==> src/rtl/wave_phase_gen.sv <==
// wave_phase_gen: numerically controlled phase generator for the sine lookup stage.
// A tuning-word accumulator sets frequency; new words are applied glitch-free at a
// period boundary (carry), immediately while stalled (en=0) or while the active word is 0.
//
// Ports:
//   clk, rst_n     : clock, asynchronous active-low reset
//   en             : advance the accumulator when high
//   tw_in, tw_load : new tuning word and its one-cycle capture strobe
//   tw_busy        : a loaded word is pending and not yet active
//   tw_ack         : one-cycle pulse after the pending word becomes active
//   count          : 9-bit phase index (accumulator top bits, plus optional offset)
//   wrap           : one-cycle pulse on accumulator carry-out
//   cycles         : completed periods since reset, modulo 2^CYC_W
//   phase_off      : 9-bit phase offset added to count (only with WAVE_PHASE_OFFSET_EN)
//
// Optional feature macro: WAVE_PHASE_OFFSET_EN (adds phase_off port).

module wave_phase_gen #(
  parameter int ACC_W = 24,
  parameter int CYC_W = 16
) (
  input  logic             clk,
  input  logic             rst_n,
  input  logic             en,
  input  logic [ACC_W-1:0] tw_in,
  input  logic             tw_load,
`ifdef WAVE_PHASE_OFFSET_EN
  input  logic [8:0]       phase_off,
`endif
  output logic             tw_busy,
  output logic             tw_ack,
  output logic [8:0]       count,
  output logic             wrap,
  output logic [CYC_W-1:0] cycles
);

  typedef enum logic {
    TW_IDLE    = 1'b0,
    TW_PENDING = 1'b1
  } tw_state_t;

  tw_state_t        state, state_nxt;

  logic [ACC_W-1:0] acc;
  logic [ACC_W-1:0] tw_active;
  logic [ACC_W-1:0] tw_pending;

  logic [ACC_W:0]   sum;
  logic             carry;
  logic [ACC_W-1:0] acc_nxt;
  logic [ACC_W-1:0] tw_sel;
  logic             apply;
  logic [8:0]       count_nxt;

  // Datapath and handshake decisions for this cycle.
  always_comb begin
    sum       = {1'b0, acc} + {1'b0, tw_active};
    // A stalled accumulator never produces a carry.
    carry     = en & sum[ACC_W];
    acc_nxt   = en ? sum[ACC_W-1:0] : acc;
    // A load in the same cycle as the apply takes precedence over the stored word.
    tw_sel    = tw_load ? tw_in : tw_pending;
    // Switching is only glitch-free at a period boundary, while stalled,
    // or while the generator is not running (active word of zero).
    apply     = ((state == TW_PENDING) || tw_load) &&
                (carry || !en || (tw_active == '0));
`ifdef WAVE_PHASE_OFFSET_EN
    count_nxt = acc_nxt[ACC_W-1 -: 9] + phase_off;
`else
    count_nxt = acc_nxt[ACC_W-1 -: 9];
`endif
  end

  // Pending-word state: IDLE <-> PENDING.
  always_comb begin
    state_nxt = state;
    if (apply) begin
      state_nxt = TW_IDLE;
    end else if (tw_load) begin
      state_nxt = TW_PENDING;
    end
  end

  always_ff @(posedge clk or negedge rst_n) begin
    if (!rst_n) begin
      state <= TW_IDLE;
    end else begin
      state <= state_nxt;
    end
  end

  always_ff @(posedge clk or negedge rst_n) begin
    if (!rst_n) begin
      acc        <= '0;
      tw_active  <= '0;
      tw_pending <= '0;
      tw_ack     <= 1'b0;
      count      <= '0;
      wrap       <= 1'b0;
      cycles     <= '0;
    end else begin
      acc    <= acc_nxt;
      count  <= count_nxt;
      wrap   <= carry;
      tw_ack <= apply;
      cycles <= cycles + {{(CYC_W-1){1'b0}}, carry};
      if (tw_load) begin
        tw_pending <= tw_in;
      end
      if (apply) begin
        tw_active <= tw_sel;
      end
    end
  end

  assign tw_busy = (state == TW_PENDING);

endmodule

==> config.mk <==
export PLATFORM = sky130hd
export DESIGN_NAME = wave_phase_gen
export DESIGN_NICKNAME = d
export VERILOG_FILES = /design/src/rtl/wave_phase_gen.sv
export SDC_FILE = /design/constraint.sdc
export NUM_CORES = 1
export LEC_CHECK = 0
export ABC_AREA = 1
export BUFFER_PORTS_ARGS = -buffer_cell sky130_fd_sc_hd__buf_4
export CAP_MARGIN = 20
export CORE_MARGIN = 2
export CORE_UTILIZATION = 61
export CTS_BUF_LIST = sky130_fd_sc_hd__clkbuf_8
export DETAILED_ROUTE_END_ITERATION = 7
export GPL_ROUTABILITY_DRIVEN = 0
export PLACE_DENSITY = 0.85
export SYNTH_ARGS = -nofsm -noshare
export SYNTH_HDL_FRONTEND = slang
export SYNTH_SLANG_ARGS = --single-unit
==> constraint.sdc <==
create_clock -name clk -period 3.8 [get_ports clk]
set_input_delay 0.38 -clock clk [delete_from_list [all_inputs] [get_ports clk]]
set_output_delay 0.38 -clock clk [all_outputs]
set_load 0.05 [all_outputs]
==> flow_summary.ini, run 1 <==
[final_layout]
nets = 824
final_util_pct = 69.5
fillerInstances = 693
n_antenna_cell = 0
drive_gt1_share_pct = 17.4
instances_no_fill = 882
syn_to_final_growth_pct = 10.6
design_area_mm2 = 0.00603

[grt]
grt_pass1_wl_mm = 21.2
antenna_found_initial = 0
grt_usage_pct = 27.0
grt_overflow_total = 0
first_global_vias = 4579
grt_max_degree = 67

[critical_path]
criticalPathCategory = flop to flop
path_cells = ha_1 -> nand2_1 -> nor2_2 -> nand2_2 -> nor2_4 -> nand2_2 -> nand3_1 -> nand2_1 -> inv_1 -> ha_1 -> ha_1 -> nand3_1 -> nor2_1 -> nand3_1 -> nor3_1 -> nand3_1 -> xnor2_1
required_ps = 4070
end_kind = flop
crit_fanout = 6
path_common_cell = nand3_1
crit_arrival_ps = 3330
cp-start-kind = flop
max_stage_delay_ps = 430
worst_path_max_delay_cell = dfrtp_1

[cts]
tritoncts.num_buffers = 9
clockBufferDepth = 2
cts_setup_buffers = 0
root_buffer = clkbuf_8
cts_hold_repair.buffers = 0
cts.sinks = 91
htree_num_levels = 3
clock_latency_ps = 370
cts_resized = 0
cts_tree = built
clk_pin_slew_ps = 100

[power]
p_leak_nw = 3.39
power.density_mw_per_mm2 = 889
peakVddDrop_mv = 0.338
power.total_mw = 5.36

[timing]
hold_ws_ps = 99.5
slew_viol_final = 0
final_hold_viol_count = 0
max_slew_margin_pct = 33.9
tns_ps = 0
fin_crit_sh_pct = 80.6
rsz0062_at_grt = false
fmax_ghz = 0.326
fin_crit_ps = 3060
fin_ws_ps = 736
worst_pin_slew_ps = 990
setup_viol = 0
fin_skew_ps = 14.8

[drt]
ant_nets = 0
via_per_inst = 5.38
first_iter_violations = 315
dr.pass1.iters = 8
routedWlPerCell_um = 14.2
drc = 0
num_vias = 4741
wl_mm = 12.5

[synth]
syn-cell-area_mm2 = 0.00545
yosysTopAreaCell = dfrtp_1
postSynthAreaPerCell_um2 = 7.51
synth_top_area_share_pct = 41.8
synth.distinct_cells = 33
synth-warning-count = 0
async_reset_ff_share_pct = 100
yosysMostFrequentCell = nand2_1
synth_ff_type = dfrtp_1
syn-num-nets = 781
synth_edf_count = 0
ys_seq_area_share_pct = 41.8
synth.area.top_cells = dfrtp_1 (42%), nand2_1 (18%), ha_1 (6.0%)
synth_commonest_cells = nand2_1 (260), dfrtp_1 (91), inv_1 (77)
ys_ff_latch = 91
syn_inst = 726

[status]
status = finished clean

[die]
fp.dieH_um = 98.6
initial_core_util_pct = 62.8
io_pins = 56
row_count = 34
die-area_mm2 = 0.00971
fp.dieW_um = 98.6
coreArea_mm2 = 0.00868

[worst_hold_path]
hold_path_class = input pin to asynchronous set/reset pin

[flow_run]
timing.max_cap.violations = 0

[placed_design]
place_ws_ps = 749
portBuffers = 55
place_inst = 866
placed_cell_area_mm2 = 0.00585
dp_hpwl_mm = 9.24
## metal layers
metal	global-route usage, %	part of all wire, %	vias to the layer above
met5	0	0	-
met4	11.4	2.9	0
met3	3.26	6.0	41
met2	42.0	46	181
met1	38.7	45	2194
li1	-	-	2325
## final timing paths
| path | start | endpoint | cells past startpoint | slack (ps) |
|---|---|---|---|---|
| setup / recovery | count[7] | cycles[14] | 17 | 740 |
| hold / removal | rst_n | tw_pending[6] | 1 | 100 |
| setup reg to reg | count[7] | cycles[14] | 17 | 740 |
| hold reg to reg | tw_pending[4] | tw_pending[4] | 2 | 480 |
| max in group asynchronous | rst_n | acc[11] | 2 | 2840 |
| min in group clk | tw_in[21] | tw_pending[21] | 3 | 240 |
## cell usage in the layout, fill, tap and decap left out, types with 2 or more instances in the layout
cell          n
and2_1        2
nor2_2        3
nand3_1      55
nand2_1     260
a21o_1        2
ha_1         26
nor2_1       49
dfrtp_1      91
a21oi_2       2
nor2_4        2
a21oi_1      18
inv_1        77
nor3_1        6
xor2_1       14
o21ai_0      15
xnor2_1      11
clkinvlp_4    2
clkbuf_8     10
nand3b_1      3
buf_4        57
nand4_1       5
inv_2         3
nand2_2      48
## layout make-up
class                   instances  area (um2)  share of cell area [%]
inverters                      81         304                    5.04
clock inverters                 6        48.8                   0.809
well taps                     108         135                    2.24
repair buffers                 57         428                    7.09
clock buffers                  10         138                    2.28
multi-input cells             529        2700                    44.8
flip-flops and latches         91        2280                    37.7
## cells by family (layout without fill, tap and decap cells)
logic type,Yosys count,in the layout,synth area share [%]
simple gates,438,438,35.4
buf+inv,106,154,8.67
flops,91,91,41.8
compound gates,39,39,3.88
fa+ha+maj,27,27,6.33
xor+xnor,25,25,4.01
## flip-flops by register name, summed over array words and instances, names as in the netlist
name	flops
acc	15
count	9
cycles	16
tw_ack	1
tw_active	24
tw_busy	1
tw_pending	24
wrap	1
## power breakdown
| group | total, mW | switching, mW | internal [mW] |
|---|---|---|---|
| Sequential | 1.55 | 0.266 | 1.29 |
| Combinational | 3.18 | 2.10 | 1.07 |
| Clock | 0.635 | 0.373 | 0.263 |
| Total | 5.36 | 2.74 | 2.62 |
## worst max-delay path, delay by kind of cell, from the launching register on
family | cells | cell delay, ps
simple gates | 12 | 1540
xor+xnor | 1 | 150
flops | 1 | 430
fa+ha+maj | 3 | 770
buf+inv | 1 | 70
Power figures use the tool's default switching activity.
==> run 2, diff against run 1 <==
--- a/config.mk
+++ b/config.mk
@@ -9,11 +9,11 @@
 export BUFFER_PORTS_ARGS = -buffer_cell sky130_fd_sc_hd__buf_4
 export CAP_MARGIN = 20
 export CORE_MARGIN = 2
-export CORE_UTILIZATION = 61
+export CORE_UTILIZATION = 56
 export CTS_BUF_LIST = sky130_fd_sc_hd__clkbuf_8
 export DETAILED_ROUTE_END_ITERATION = 7
 export GPL_ROUTABILITY_DRIVEN = 0
-export PLACE_DENSITY = 0.85
+export PLACE_DENSITY = 0.82
 export SYNTH_ARGS = -nofsm -noshare
 export SYNTH_HDL_FRONTEND = slang
 export SYNTH_SLANG_ARGS = --single-unit
==> constraint.sdc (replaced) <==
create_clock -name clk -period 2.6 [get_ports clk]
set_input_delay 0.26 -clock clk [delete_from_list [all_inputs] [get_ports clk]]
set_output_delay 0.26 -clock clk [all_outputs]
set_load 0.05 [all_outputs]
==> run 2 against run 1 <==
  * Global-route usage is 0.55 points higher
  * The flow now finishes with violations (setup timing)
  * Wire length is 17% higher
  * Die area is 8.6% higher
  * Critical path type unchanged
  * Final area is 16% higher
  * Sequential share of layout area is 5.2 points lower
  * First-iteration DRC count is 35% higher
  * Core utilization is 3.5 points higher
  * Largest cell class unchanged
  * Non-clock buffer count is 59 higher
  * Clock power is 57% higher
  * Register-to-register slack worse by 770 ps
  * Count of clock-buffer cells in the layout is 1 lower
==> flow_summary.ini, run 2 (synthesis results as in run 1) <==
[timing]
fin_crit_sh_pct = 101
fin_skew_ps = 12.0
fin_ws_ps = -34.6
setup_viol = 1
final_hold_viol_count = 0
worst_pin_slew_ps = 531
slew_viol_final = 0
fmax_ghz = 0.380
fin_crit_ps = 2630
max_slew_margin_pct = 64.6
rsz0062_at_grt = true

[drt]
ant_nets = 0
drc = 0
routedWlPerCell_um = 15.2
via_per_inst = 5.27
dr.pass1.iters = 5
wl_mm = 14.7
num_vias = 5095
first_iter_violations = 424

[placed_design]
portBuffers = 55
placed_cell_area_mm2 = 0.00654
place_ws_ps = -111
dp_hpwl_mm = 10.3

[grt]
use_met3_pct = 5.15
met1_usage_pct = 35.8
met2_usage_pct = 44.7
grt_pass1_wl_mm = 22.2
first_global_vias = 4783
grt_usage_pct = 27.5
antenna_found_initial = 0
grt_max_degree = 55
grt_overflow_total = 0
grt.busiest_layer = met2

[final_layout]
reg.largest.list = tw_active (24), tw_pending (24), cycles (16)
final_common_cell = nand2_1
n_antenna_cell = 0
nets = 883
final_cell_mix = nand2_1 (245), buf_4 (114), dfrtp_1 (89)
design_area_mm2 = 0.00701
drive_gt1_share_pct = 29.7
fillerInstances = 688
syn_to_final_growth_pct = 28.6

[cts]
cts_tree = built
cts.sinks = 91
clk_pin_slew_ps = 100
htree_num_levels = 3
clock_latency_ps = 380
clockBufferDepth = 2
root_buffer = clkbuf_8
tritoncts.num_buffers = 9

[critical_path]
criticalPathCategory = flop to flop
crit_arrival_ps = 2900
crit_fanout = 5
crit_start = tw_active[13]
reg2reg_from = tw_active[13]
end_kind = flop
required_ps = 2870
cp-start-kind = flop

[flow_run]
timing.max_cap.violations = 0

[die]
initial_core_util_pct = 56.8
fp.dieH_um = 103
io_pins = 56
coreArea_mm2 = 0.00959
die-area_mm2 = 0.0105
row_count = 36
fp.dieW_um = 103

[power]
power.density_mw_per_mm2 = 1370
peakVddDrop_mv = 0.669
p_leak_nw = 3.73

[status]
violations = setup timing
status = finished with violations

[worst_hold_path]
min_from = tw_in[0]
hold_path_class = input pin to flop
-- run 2: cell count changes in the layout (fill, tap and decap cells not counted), moves of 3 or more --
cell,before,now
buf_4,57,114
ha_1,26,3
ha_4,0,23
inv_1,77,74
nand2_1,260,245
nand2_2,48,55
nand2_4,1,9
nand3_1,55,48
nand3_2,0,4
nand3_4,0,3
nor2_4,2,6
-- run 2: critical path: stages (launching register included) --
cell	delay [ps]
dfrtp_1	430
ha_4	320
nand2_4	60
inv_2	50
nand2_2	80
inv_4	90
nand2_4	50
nor2_4	70
nand2_2	80
nand3_2	80
nand2_2	60
inv_2	80
ha_4	160
ha_4	150
nand3_4	90
nor2_4	130
nand3_4	80
nor3_4	230
nand3_2	100
xnor2_1	130
-- run 2: layout make-up --
cell class	count	area [um2]	share of cell area, %
Inverter	81	309	4.41
Multi-Input combinational cell	529	3170	45.2
Clock buffer	9	124	1.77
Clock inverter	7	75.1	1.07
Sequential cell	91	2280	32.5
Timing Repair Buffer	116	886	12.6
Tap cell	133	166	2.37
-- run 2: final timing paths --
path / endpoint / slack, ps / depth (start not counted)
max in group asynchronous: tw_active[19] / 1530 / 3
max reg2reg: cycles[14] / -30 / 19
max: cycles[14] / -30 / 19
min: tw_pending[0] / 110 / 3
min in group asynchronous: tw_pending[7] / 400 / 2
min reg2reg: tw_pending[20] / 480 / 2
-- run 2: metal layers --
| layer | up-vias | share of wire (%) |
|---|---|---|
| li1 | 2445 | - |
| met1 | 2369 | 42 |
| met2 | 213 | 49 |
| met3 | 68 | 5.5 |
| met4 | 0 | 4.0 |
| met5 | - | 0 |
-- run 2: timing repair --
| item | CTS | global route |
|---|---|---|
| buffers inserted | 2 | 15 |
| hold endpoints to repair | 37 | 0 |
| setup endpoints to repair | 5 | 7 |
| pin swaps | 5 | 26 |
| resized for setup | 6 | 29 |
| hold buffers | 1 | 0 |
-- run 2: per-stage QoR --
step	power [mW]	std cells	util (%)	hold slack [ps]	TNS [ps]
floorplan	6.50	726	-	-35.6	-0.357
global placement	7.76	932	68.2	266	0
detailed placement	7.98	932	68.2	280	-233
CTS	9.06	951	70.9	99.3	0
global route	10.2	966	73.1	107	-776
finish	9.59	966	73.1	111	-34.6
-- run 2: report_power, final --
part	internal (mW)	total, mW	switching [mW]
clock network	0.451	1.00	0.549
logic	2.59	6.20	3.61
registers	1.88	2.39	0.504
==> run 3, diff against run 2 <==
--- a/config.mk
+++ b/config.mk
@@ -8,12 +8,10 @@
 export ABC_AREA = 1
 export BUFFER_PORTS_ARGS = -buffer_cell sky130_fd_sc_hd__buf_4
 export CAP_MARGIN = 20
-export CORE_MARGIN = 2
-export CORE_UTILIZATION = 56
+export CORE_UTILIZATION = 45
 export CTS_BUF_LIST = sky130_fd_sc_hd__clkbuf_8
 export DETAILED_ROUTE_END_ITERATION = 7
-export GPL_ROUTABILITY_DRIVEN = 0
-export PLACE_DENSITY = 0.82
+export PLACE_DENSITY = 0.69
 export SYNTH_ARGS = -nofsm -noshare
 export SYNTH_HDL_FRONTEND = slang
 export SYNTH_SLANG_ARGS = --single-unit
==> run 3 against run 2 <==
  * The flow finishes with violations (DRC)
  * Sequential power about the same
  * Combinational power barely moved
  * Worst setup slack better by 52 ps
  * Via count shrank 5.8%
  * Core utilization is 12 points lower
  * Register-to-register slack improved by 50 ps
  * Worst hold slack got worse by 16 ps
  * Global-route usage fell by 3.9 points
  * Largest cell class unchanged
  * Largest power group unchanged
==> flow_summary.ini, run 3 (synthesis results as in run 1) <==
[placed_design]
gp_congestion = 0.877
dp_hpwl_mm = 10.7
placed_cell_area_mm2 = 0.00665
place_ws_ps = -99.0
portBuffers = 55

[timing]
fin_ws_ps = 17.7
fin_skew_ps = 17.9
max_slew_margin_pct = 59.2
slew_viol_final = 0
tns_ps = 0
hold_ws_ps = 94.5
worst_pin_slew_ps = 611
final_hold_viol_count = 0
setup_viol = 0
fmax_ghz = 0.387
fin_crit_ps = 2580
rsz0062_at_grt = true
fin_crit_sh_pct = 99.3

[final_layout]
fillerInstances = 1024
final_cell_mix = nand2_1 (245), buf_4 (129), dfrtp_1 (89)
nets = 898
design_area_mm2 = 0.00714
drive_gt1_share_pct = 30.9
syn_to_final_growth_pct = 30.9
n_antenna_cell = 0
reg.largest.list = tw_active (24), tw_pending (24), cycles (16)
final_common_cell = nand2_1

[grt]
grt_overflow_total = 0
grt_max_degree = 63
grt_usage_pct = 23.6
grt_pass1_wl_mm = 23.1
first_global_vias = 4809
antenna_found_initial = 0

[drt]
wl_mm = 13.9
met3WireLength_um = 646
drc = 3
ant_nets = 0
via_per_inst = 4.84
num_vias = 4797
dr.pass1.iters = 6
topRoutingLayerUsed = met4
routedWlPerCell_um = 14.0
first_iter_violations = 253
wl_met1_mm = 6.56
wl_met2_mm = 6.40

[die]
initial_core_util_pct = 47.0
row_count = 39
die-area_mm2 = 0.0126
fp.dieH_um = 112
coreArea_mm2 = 0.0116
fp.dieW_um = 112
io_pins = 56

[power]
power.total_mw = 9.62
internal_power_mw = 5.12
p_clk_share_pct = 11.3
switching_share_pct = 46.8
power_frac_seq_pct = 24.6
peakVddDrop_mv = 0.581
pwr-share-comb_pct = 64.1
p_sw_mw = 4.50
power.density_mw_per_mm2 = 1350
p_leak_nw = 3.82

[critical_path]
cp-start-kind = flop
crit_fanout = 3
r2r_cells = 17
end_kind = flop
criticalPathCategory = flop to flop
required_ps = 2870
crit_arrival_ps = 2850

[worst_hold_path]
hold_depth = 3
hold_path_class = input pin to flop

[cts]
root_buffer = clkbuf_8
cts.sinks = 91
cts_tree = built
tritoncts.num_buffers = 9
htree_num_levels = 3
clockBufferDepth = 2
clk_pin_slew_ps = 100
clock_latency_ps = 390

[flow_run]
timing.max_cap.violations = 0

[status]
violations = DRC
status = finished with violations
## run 3: final timing paths
kind | endpoint | slack, ps | startpoint
setup / recovery | cycles[14] | 20 | count[6]
hold / removal | tw_pending[7] | 90 | tw_in[7]
setup reg to reg | cycles[14] | 20 | count[6]
hold reg to reg | cycles[15] | 470 | cycles[15]
max in group asynchronous | tw_active[18] | 1570 | rst_n
min in group asynchronous | acc[10] | 330 | rst_n
## run 3: critical path, stage by stage (launching register included)
cell and delay, ps:
dfrtp_2 450, ha_4 310, nand2_4 60, nor2_4 130
nand2_2 90, nor2_4 110, nand2_2 70, nand3_2 80
nand2_2 50, inv_2 70, ha_4 150, ha_4 150
nand3_4 80, nor2_4 140, nand3_4 100, nor3_4 210
nand3_1 100, xnor2_1 130
## run 3: timing repair
item	CTS	global route
buffers inserted	3	17
hold buffers	1	0
pin swaps	4	25
gates resized for setup	6	27
endpoints found under the setup margin	3	8
endpoints found under the hold margin	29	0
## run 3: per-stage QoR
step                utilization, %  instances
global route                  61.5        991
detailed placement            57.2        954
CTS                           59.6        974
global placement              57.2        954
floorplan                        -        726
finish                        61.5        991
## run 3: routing by layer
layer | vias to the layer above | track usage [%]
li1 | 2477 | -
met1 | 2203 | 32.2
met2 | 93 | 37.2
met3 | 24 | 4.32
met4 | 0 | 9.60
met5 | - | 0
## run 3: power by group through the flow
stage | Combinational, mW | Clock [mW] | Sequential [mW]
2_1_floorplan | 3.92 | 0 | 2.58
3_3_place_gp | 5.72 | 0 | 2.35
3_5_place_dp | 5.80 | 0 | 2.38
4_1_cts | 5.85 | 1.10 | 2.36
5_1_grt | 6.85 | 1.15 | 2.42
6_report | 6.17 | 1.09 | 2.36
## run 3: area by class of cell
class	instances	area (um2)	area share (%)
inverters	81	307	4.29
well taps	143	179	2.51
multi-input cells	529	3160	44.2
clock inverters	6	81.3	1.14
flip-flops and latches	91	2280	31.9
clock buffers	10	138	1.93
repair buffers	131	998	14.0
